### src/rtl/md_pkg.sv
// rtl/md_pkg.sv - shared operation codes, state encoding and helpers for the multiply/divide unit
package md_pkg;

   // Operation codes follow the RV32M funct3 encoding
   localparam logic [2:0] MD_MUL    = 3'b000;
   localparam logic [2:0] MD_MULH   = 3'b001;
   localparam logic [2:0] MD_MULHSU = 3'b010;
   localparam logic [2:0] MD_MULHU  = 3'b011;
   localparam logic [2:0] MD_DIV    = 3'b100;
   localparam logic [2:0] MD_DIVU   = 3'b101;
   localparam logic [2:0] MD_REM    = 3'b110;
   localparam logic [2:0] MD_REMU   = 3'b111;

   typedef enum logic [1:0] {
      MD_IDLE = 2'd0,
      MD_CALC = 2'd1,
      MD_DONE = 2'd2
   } md_state_e;

   // One iteration per operand bit
   localparam int MD_ITER = 32;

   // srcA is treated as signed for every op except the fully unsigned ones
   function automatic logic md_signed_a(input logic [2:0] op);
      return !(op == MD_MULHU || op == MD_DIVU || op == MD_REMU);
   endfunction

   // srcB is signed only for the fully signed ops (MULHSU treats it unsigned)
   function automatic logic md_signed_b(input logic [2:0] op);
      return (op == MD_MUL || op == MD_MULH || op == MD_DIV || op == MD_REM);
   endfunction

endpackage

### src/rtl/md_sign_fix.sv
// rtl/md_sign_fix.sv - conditional two's-complement negate
module md_sign_fix #(
   parameter int W = 64
) (
   input  logic [W-1:0] val_i,
   input  logic         neg_i,
   output logic [W-1:0] res_o
);

   // Negate when requested, otherwise pass the value through unchanged
   always_comb begin
      res_o = neg_i ? (~val_i + W'(1)) : val_i;
   end

endmodule

### src/rtl/muldiv_unit.sv
// rtl/muldiv_unit.sv - iterative RV32M multiply/divide unit with start/busy/done handshake
module muldiv_unit
   import md_pkg::*;
#(
   parameter int XLEN = 32
) (
   input  logic            clk,
   input  logic            rst_n,
   input  logic            start,
   input  logic [2:0]      MDControl,
   input  logic [XLEN-1:0] srcA,
   input  logic [XLEN-1:0] srcB,
   output logic            busy,
   output logic            done,
   output logic [XLEN-1:0] MDResult
);

   md_state_e   state_q, state_d;
   logic [5:0]  cnt_q, cnt_d;
   logic [64:0] acc_q, acc_d;
   logic [31:0] opnd_q, opnd_d;
   logic [2:0]  op_q, op_d;
   logic        sign_a_q, sign_a_d;
   logic        sign_b_q, sign_b_d;
   logic [31:0] result_q, result_d;
   logic        busy_q, busy_d;
   logic        done_q, done_d;

   logic        in_sign_a, in_sign_b;
   logic [31:0] mag_a, mag_b;
   logic        div_zero, div_ovf;

   logic        is_div;
   logic [32:0] srem;
   logic [32:0] add_a, add_b;
   logic [33:0] add_res;
   logic        no_borrow;
   logic [64:0] iter_acc;
   logic [63:0] fix_val, fix_res;
   logic        fix_neg;
   logic [31:0] fin_res;

   assign in_sign_a = md_signed_a(MDControl) & srcA[31];
   assign in_sign_b = md_signed_b(MDControl) & srcB[31];

   assign div_zero = MDControl[2] && (srcB == 32'd0);
   assign div_ovf  = (MDControl == MD_DIV || MDControl == MD_REM) &&
                     (srcA == 32'h8000_0000) && (srcB == 32'hFFFF_FFFF);

   // Operand magnitudes: the core iterates on unsigned values only
   md_sign_fix #(.W(32)) u_fix_a (
      .val_i (srcA),
      .neg_i (in_sign_a),
      .res_o (mag_a)
   );

   md_sign_fix #(.W(32)) u_fix_b (
      .val_i (srcB),
      .neg_i (in_sign_b),
      .res_o (mag_b)
   );

   // Result fix-up applied to the value produced by the final iteration
   md_sign_fix #(.W(64)) u_fix_res (
      .val_i (fix_val),
      .neg_i (fix_neg),
      .res_o (fix_res)
   );

   // One iteration of shift-add multiply or restoring divide on the shared {hi,lo} register
   always_comb begin
      is_div    = op_q[2];
      srem      = acc_q[63:31];
      add_a     = is_div ? srem : acc_q[64:32];
      add_b     = is_div ? ~{1'b0, opnd_q} : (acc_q[0] ? {1'b0, opnd_q} : 33'd0);
      add_res   = {1'b0, add_a} + {1'b0, add_b} + {33'd0, is_div};
      no_borrow = add_res[33];
      if (is_div) begin
         iter_acc = {1'b0, (no_borrow ? add_res[31:0] : srem[31:0]), acc_q[30:0], no_borrow};
      end else begin
         iter_acc = {1'b0, add_res[32:0], acc_q[31:1]};
      end
      if (!is_div) begin
         fix_val = iter_acc[63:0];
         fix_neg = sign_a_q ^ sign_b_q;
      end else if (op_q[1]) begin
         fix_val = {32'd0, iter_acc[63:32]};
         fix_neg = sign_a_q;
      end else begin
         fix_val = {32'd0, iter_acc[31:0]};
         fix_neg = sign_a_q ^ sign_b_q;
      end
   end

   // Next-state logic: FSM, iteration counter, operand capture and result selection
   always_comb begin
      state_d  = state_q;
      cnt_d    = cnt_q;
      acc_d    = acc_q;
      opnd_d   = opnd_q;
      op_d     = op_q;
      sign_a_d = sign_a_q;
      sign_b_d = sign_b_q;
      result_d = result_q;
      fin_res  = (op_q == MD_MUL || is_div) ? fix_res[31:0] : fix_res[63:32];

      case (state_q)
         MD_CALC: begin
            acc_d = iter_acc;
            if (cnt_q == 6'(MD_ITER - 1)) begin
               cnt_d    = 6'd0;
               state_d  = MD_DONE;
               result_d = fin_res;
            end else begin
               cnt_d = cnt_q + 6'd1;
            end
         end
         MD_DONE: state_d = MD_IDLE;
         default: state_d = state_q;
      endcase

      // Accept a new request from IDLE or DONE; requests during CALC are dropped
      if (start && !busy_q) begin
         op_d     = MDControl;
         sign_a_d = in_sign_a;
         sign_b_d = in_sign_b;
         cnt_d    = 6'd0;
         if (MDControl[2]) begin
            opnd_d = mag_b;
            acc_d  = {33'd0, mag_a};
         end else begin
            opnd_d = mag_a;
            acc_d  = {33'd0, mag_b};
         end
         if (div_zero) begin
            state_d  = MD_DONE;
            result_d = MDControl[1] ? srcA : 32'hFFFF_FFFF;
         end else if (div_ovf) begin
            state_d  = MD_DONE;
            result_d = MDControl[1] ? 32'd0 : 32'h8000_0000;
         end else begin
            state_d = MD_CALC;
         end
      end

      busy_d = (state_d == MD_CALC);
      done_d = (state_d == MD_DONE);
   end

   // State and output registers; reset abandons any operation in flight
   always_ff @(posedge clk or negedge rst_n) begin
      if (!rst_n) begin
         state_q  <= MD_IDLE;
         cnt_q    <= 6'd0;
         acc_q    <= 65'd0;
         opnd_q   <= 32'd0;
         op_q     <= 3'd0;
         sign_a_q <= 1'b0;
         sign_b_q <= 1'b0;
         result_q <= 32'd0;
         busy_q   <= 1'b0;
         done_q   <= 1'b0;
      end else begin
         state_q  <= state_d;
         cnt_q    <= cnt_d;
         acc_q    <= acc_d;
         opnd_q   <= opnd_d;
         op_q     <= op_d;
         sign_a_q <= sign_a_d;
         sign_b_q <= sign_b_d;
         result_q <= result_d;
         busy_q   <= busy_d;
         done_q   <= done_d;
      end
   end

   assign busy     = busy_q;
   assign done     = done_q;
   assign MDResult = result_q;

endmodule

### config.mk
export PLATFORM = sky130hd
export DESIGN_NAME = muldiv_unit
export DESIGN_NICKNAME = d
export VERILOG_FILES = /design/src/rtl/md_pkg.sv /design/src/rtl/md_sign_fix.sv /design/src/rtl/muldiv_unit.sv
export SDC_FILE = /design/constraint.sdc
export NUM_CORES = 1
export LEC_CHECK = 0
export BUFFER_PORTS_ARGS = -buffer_cell sky130_fd_sc_hd__buf_2
export CORE_ASPECT_RATIO = 2
export CORE_UTILIZATION = 50
export CTS_BUF_LIST = sky130_fd_sc_hd__clkbuf_16
export DETAILED_ROUTE_END_ITERATION = 8
export PLACE_DENSITY = 0.75
export SLEW_MARGIN = 20
export SYNTH_ARGS = -nofsm -noshare
export SYNTH_HDL_FRONTEND = slang
export SYNTH_HIERARCHICAL = 1
export SYNTH_SLANG_ARGS = --single-unit
### constraint.sdc
create_clock -name clk -period 6 [get_ports clk]
set_input_delay 0.6 -clock clk [delete_from_list [all_inputs] [get_ports clk]]
set_output_delay 0.6 -clock clk [all_outputs]
set_load 0.01 [all_outputs]
==> metrics <==
post-synthesis async set-or-reset flop share 100%; FP Rows 87; IO Pins 104; Clock Skews 13.4 ps; via count normalized by instance count 6.52; endpoint arrival time on the critical path 6210 ps; total placed cells including tap cells 2341; count of vias placed by the detailed router 15600; clock tree from TritonCTS done; run status completed; maximum buffer depth of the clock tree 2; share of post-route cells with drive strength above 1 26.3%; antenna-violating nets left 0; number of maximum-capacitance violations 0; Worst Hold Class input port to async pin; number of nets at the end of the flow 2134; endpoint class of the critical path flop; fin cells 2395; clock latency on the worst-skew pair 450 ps; total clock sinks 143; FMAX 0.168 GHz; initial core utilization 51.1%; portion of the post-synthesis area used by sequential elements 24.6%; number of storage elements in the synthesis netlist 143; Core Footprint 0.0284 mm²; slowest cell on the critical path o21ai_0; count of hold buffers inserted by post-cts repair 0; largest net degree at the start of global routing 82; CTS H-tree lvls 4; Reg area 0.00358 mm²; slowest cell delay on critical path 560 ps; routed wire length 61900 µm; drt first pass iters 7; number of warning messages in the yosys log 6; x dimension of the die 123 µm; n_diodes 0; cell count after synthesis 1808; Synth Flop Type dfrtp_1; post-synth cell types 92; measured slew at the worst slew-check pin 1080 ps; Mapped Area 0.0145 mm²; number of buffers added on ports 103; number of filler instances in the final layout 2563; CP Max Fanout 20; antenna violations before repair 0; count of flip-flops with a built-in enable after synthesis 0; grt total ovfl 0; wire length per cell after detailed routing 25.8 µm; multi-input logic area 0.0108 mm²; hold violation total from the final report 0; clk root buf clkbuf_16; cell repeated most along the worst path buf_4; syn_nets 1916; final setup fails 0; aggregate global-route resource usage 41.5%; final estimated routing congestion in global placement 1.03; Crit path max-delay family compound AO/OA/AOI/OAI gates; minimum clock period after layout 5940 ps; worst-case headroom to the max-slew limit 27.7%; area enclosed by the die boundary 0.0298 mm²; height of the die 243 µm; Avg Synthesized Cell Area 8.03 µm²; via count of the first global-routing pass 15000; required time at the worst-slack endpoint 6260 ps; detailed-route DRC error count 0; Layout area overhead 22.3%; cts bufs inserted 17; start-to-end type of the worst setup path flop to flop; CTS clk-pin slew, worst paths 70 ps; CP startpoint kind flop; global-route wire length before repair 90300 µm; DPL Wire Length 47600 µm; CP Cell Sequence clkinvlp_4 -> buf_4 -> buf_4 -> o21ai_0 -> ha_1 -> and2_1 -> o31ai_1 -> buf_4 -> o21a_4 -> buf_4 -> nor2_1 -> a31oi_1 -> o221ai_1 -> buf_4 -> nor3_4 -> buf_4 -> nand3_2 -> buf_4 -> o31ai_2 -> xnor2_1 -> mux2i_1 -> o21ai_0 -> nand2_1 -> o21ai_0; Max Slew Vio Count 0; number of buffers and inverters on the critical path 8; Initial DRC Count 1195; Final Cycle Share 99.1%; post-layout utilization of the core 62.5%; setup TNS 0 ps
[final timing paths]
path	start	end	slack, ps	cells past startpoint
worst max-delay path	op_q[2]	MDResult[23]	60	24
worst min-delay path	rst_n	state_q[0]	180	1
worst max register to register	op_q[2]	MDResult[23]	60	24
worst min register to register	opnd_q[25]	opnd_q[25]	530	2
max in group asynchronous	rst_n	MDResult[15]	4420	2
min in group clk	MDControl[0]	op_q[0]	450	3
[flip-flops by register name, indices dropped and copies added (netlist names)]
signal and count:
opnd_q 32, op_q 3, acc_q 64, sign_a_q 1, done 1, MDResult 32, cnt_q 6, busy 1
state_q 2, sign_b_q 1
[metrics by stage]
step                      setup WS [ps]  hold WS, ps  area (µm²)
after detailed placement           -392          508       16500
after floorplan                    19.5          304       14500
after CTS                          4.80          239       17300
after global placement             -316          501       16500
after global routing              -76.4          263       17800
final                              56.9          184       17800
[timing repair]
item | CTS | global route
pin swaps | 6 | 30
buffers inserted | 8 | 14
setup endpoints to repair | 28 | 31
resized for setup | 28 | 64
endpoints found under the hold margin | 0 | 0
[cell usage after synthesis, drive strengths merged, types with 3 or more instances]
cell | instances | area [µm²]
mux2 | 30 | 338
ha | 36 | 450
mux2i | 107 | 1070
a2111oi | 7 | 98.9
and2 | 12 | 75.1
or2 | 11 | 68.8
nor4 | 31 | 342
dfrtp | 143 | 3580
o21ai | 253 | 1280
clkbuf | 87 | 327
or3 | 17 | 118
o21a | 6 | 52.6
a211oi | 19 | 155
o31a | 6 | 53.8
a31oi | 33 | 206
xnor2 | 135 | 1180
nor4b | 3 | 41.3
or2b | 5 | 37.5
or4 | 18 | 159
a311o | 10 | 100
a211o | 12 | 105
a21boi | 4 | 30.0
nand2 | 268 | 1010
nand4 | 25 | 178
and3 | 5 | 31.3
buf | 38 | 206
nor2 | 93 | 369
inv | 27 | 101
o211ai | 29 | 218
nor2b | 54 | 338
nand3 | 20 | 128
o22ai | 4 | 25.0
o41ai | 33 | 398
xor2 | 20 | 183
and4 | 4 | 35.0
nand2b | 21 | 131
a21o | 12 | 90.1
o221ai | 9 | 78.8
o31ai | 47 | 397
a21oi | 66 | 330
nor3 | 21 | 121
[metal layers]
| metal | up-vias | track usage (%) | share of wire [%] |
|---|---|---|---|
| li1 | 7068 | - | - |
| met1 | 7513 | 42.9 | 34 |
| met2 | 754 | 70.8 | 50 |
| met3 | 273 | 6.58 | 5.4 |
| met4 | 0 | 36.7 | 10 |
| met5 | - | 0 | 0 |
[cells by family after synthesis]
kind of cell	count (synthesis)	synth area share, %
AOI/OAI and AO/OA	569	26.2
xor gates and xnor gates	155	9.40
adders and majority gates	38	3.38
buffers and inverters	152	4.37
DFF	143	24.6
muxes	137	9.70
and+or+nand+nor	614	22.3
[placed cells by master (no fill, tap or decap), types with 8 or more instances in the layout]
| master | Yosys | routed |
|---|---|---|
| nand2_1 | 267 | 266 |
| a21o_1 | 12 | 12 |
| nand3_1 | 16 | 16 |
| o21ai_0 | 246 | 232 |
| nor2_1 | 87 | 87 |
| o41ai_2 | 12 | 15 |
| o221ai_1 | 9 | 8 |
| or3_1 | 14 | 14 |
| o41ai_1 | 20 | 15 |
| o31ai_1 | 40 | 34 |
| o21ai_1 | 5 | 13 |
| a211oi_1 | 18 | 17 |
| nand2b_1 | 21 | 20 |
| nor4_4 | 9 | 10 |
| a31oi_1 | 33 | 26 |
| mux2_2 | 30 | 30 |
| a21oi_1 | 66 | 62 |
| a311o_1 | 10 | 9 |
| nor2b_1 | 54 | 51 |
| clkbuf_16 | 0 | 17 |
| a211o_1 | 12 | 12 |
| o31ai_2 | 6 | 10 |
| inv_1 | 27 | 26 |
| nand4_1 | 23 | 23 |
| mux2i_1 | 107 | 102 |
| nor4_1 | 20 | 19 |
| or4_4 | 6 | 8 |
| and2_1 | 12 | 12 |
| xnor2_1 | 135 | 132 |
| or4_1 | 11 | 10 |
| buf_4 | 7 | 212 |
| ha_1 | 36 | 30 |
| o211ai_1 | 29 | 29 |
| or2_2 | 9 | 8 |
| dfrtp_1 | 143 | 142 |
| buf_2 | 6 | 101 |
| nor3_1 | 19 | 19 |
| xor2_1 | 19 | 17 |
[final cells by class]
| cell class | instances | area share (%) |
|---|---|---|
| well taps | 356 | 2.51 |
| clock buffers | 17 | 2.40 |
| flip-flops and latches | 143 | 20.2 |
| multi-input cells | 1513 | 60.6 |
| repair buffers | 324 | 12.7 |
| clock inverters | 15 | 1.00 |
| inverters | 27 | 0.592 |
Power is left out: the tool's default activity adds up to more than one toggle a clock period on the data nets, which glitch-free logic cannot reach.
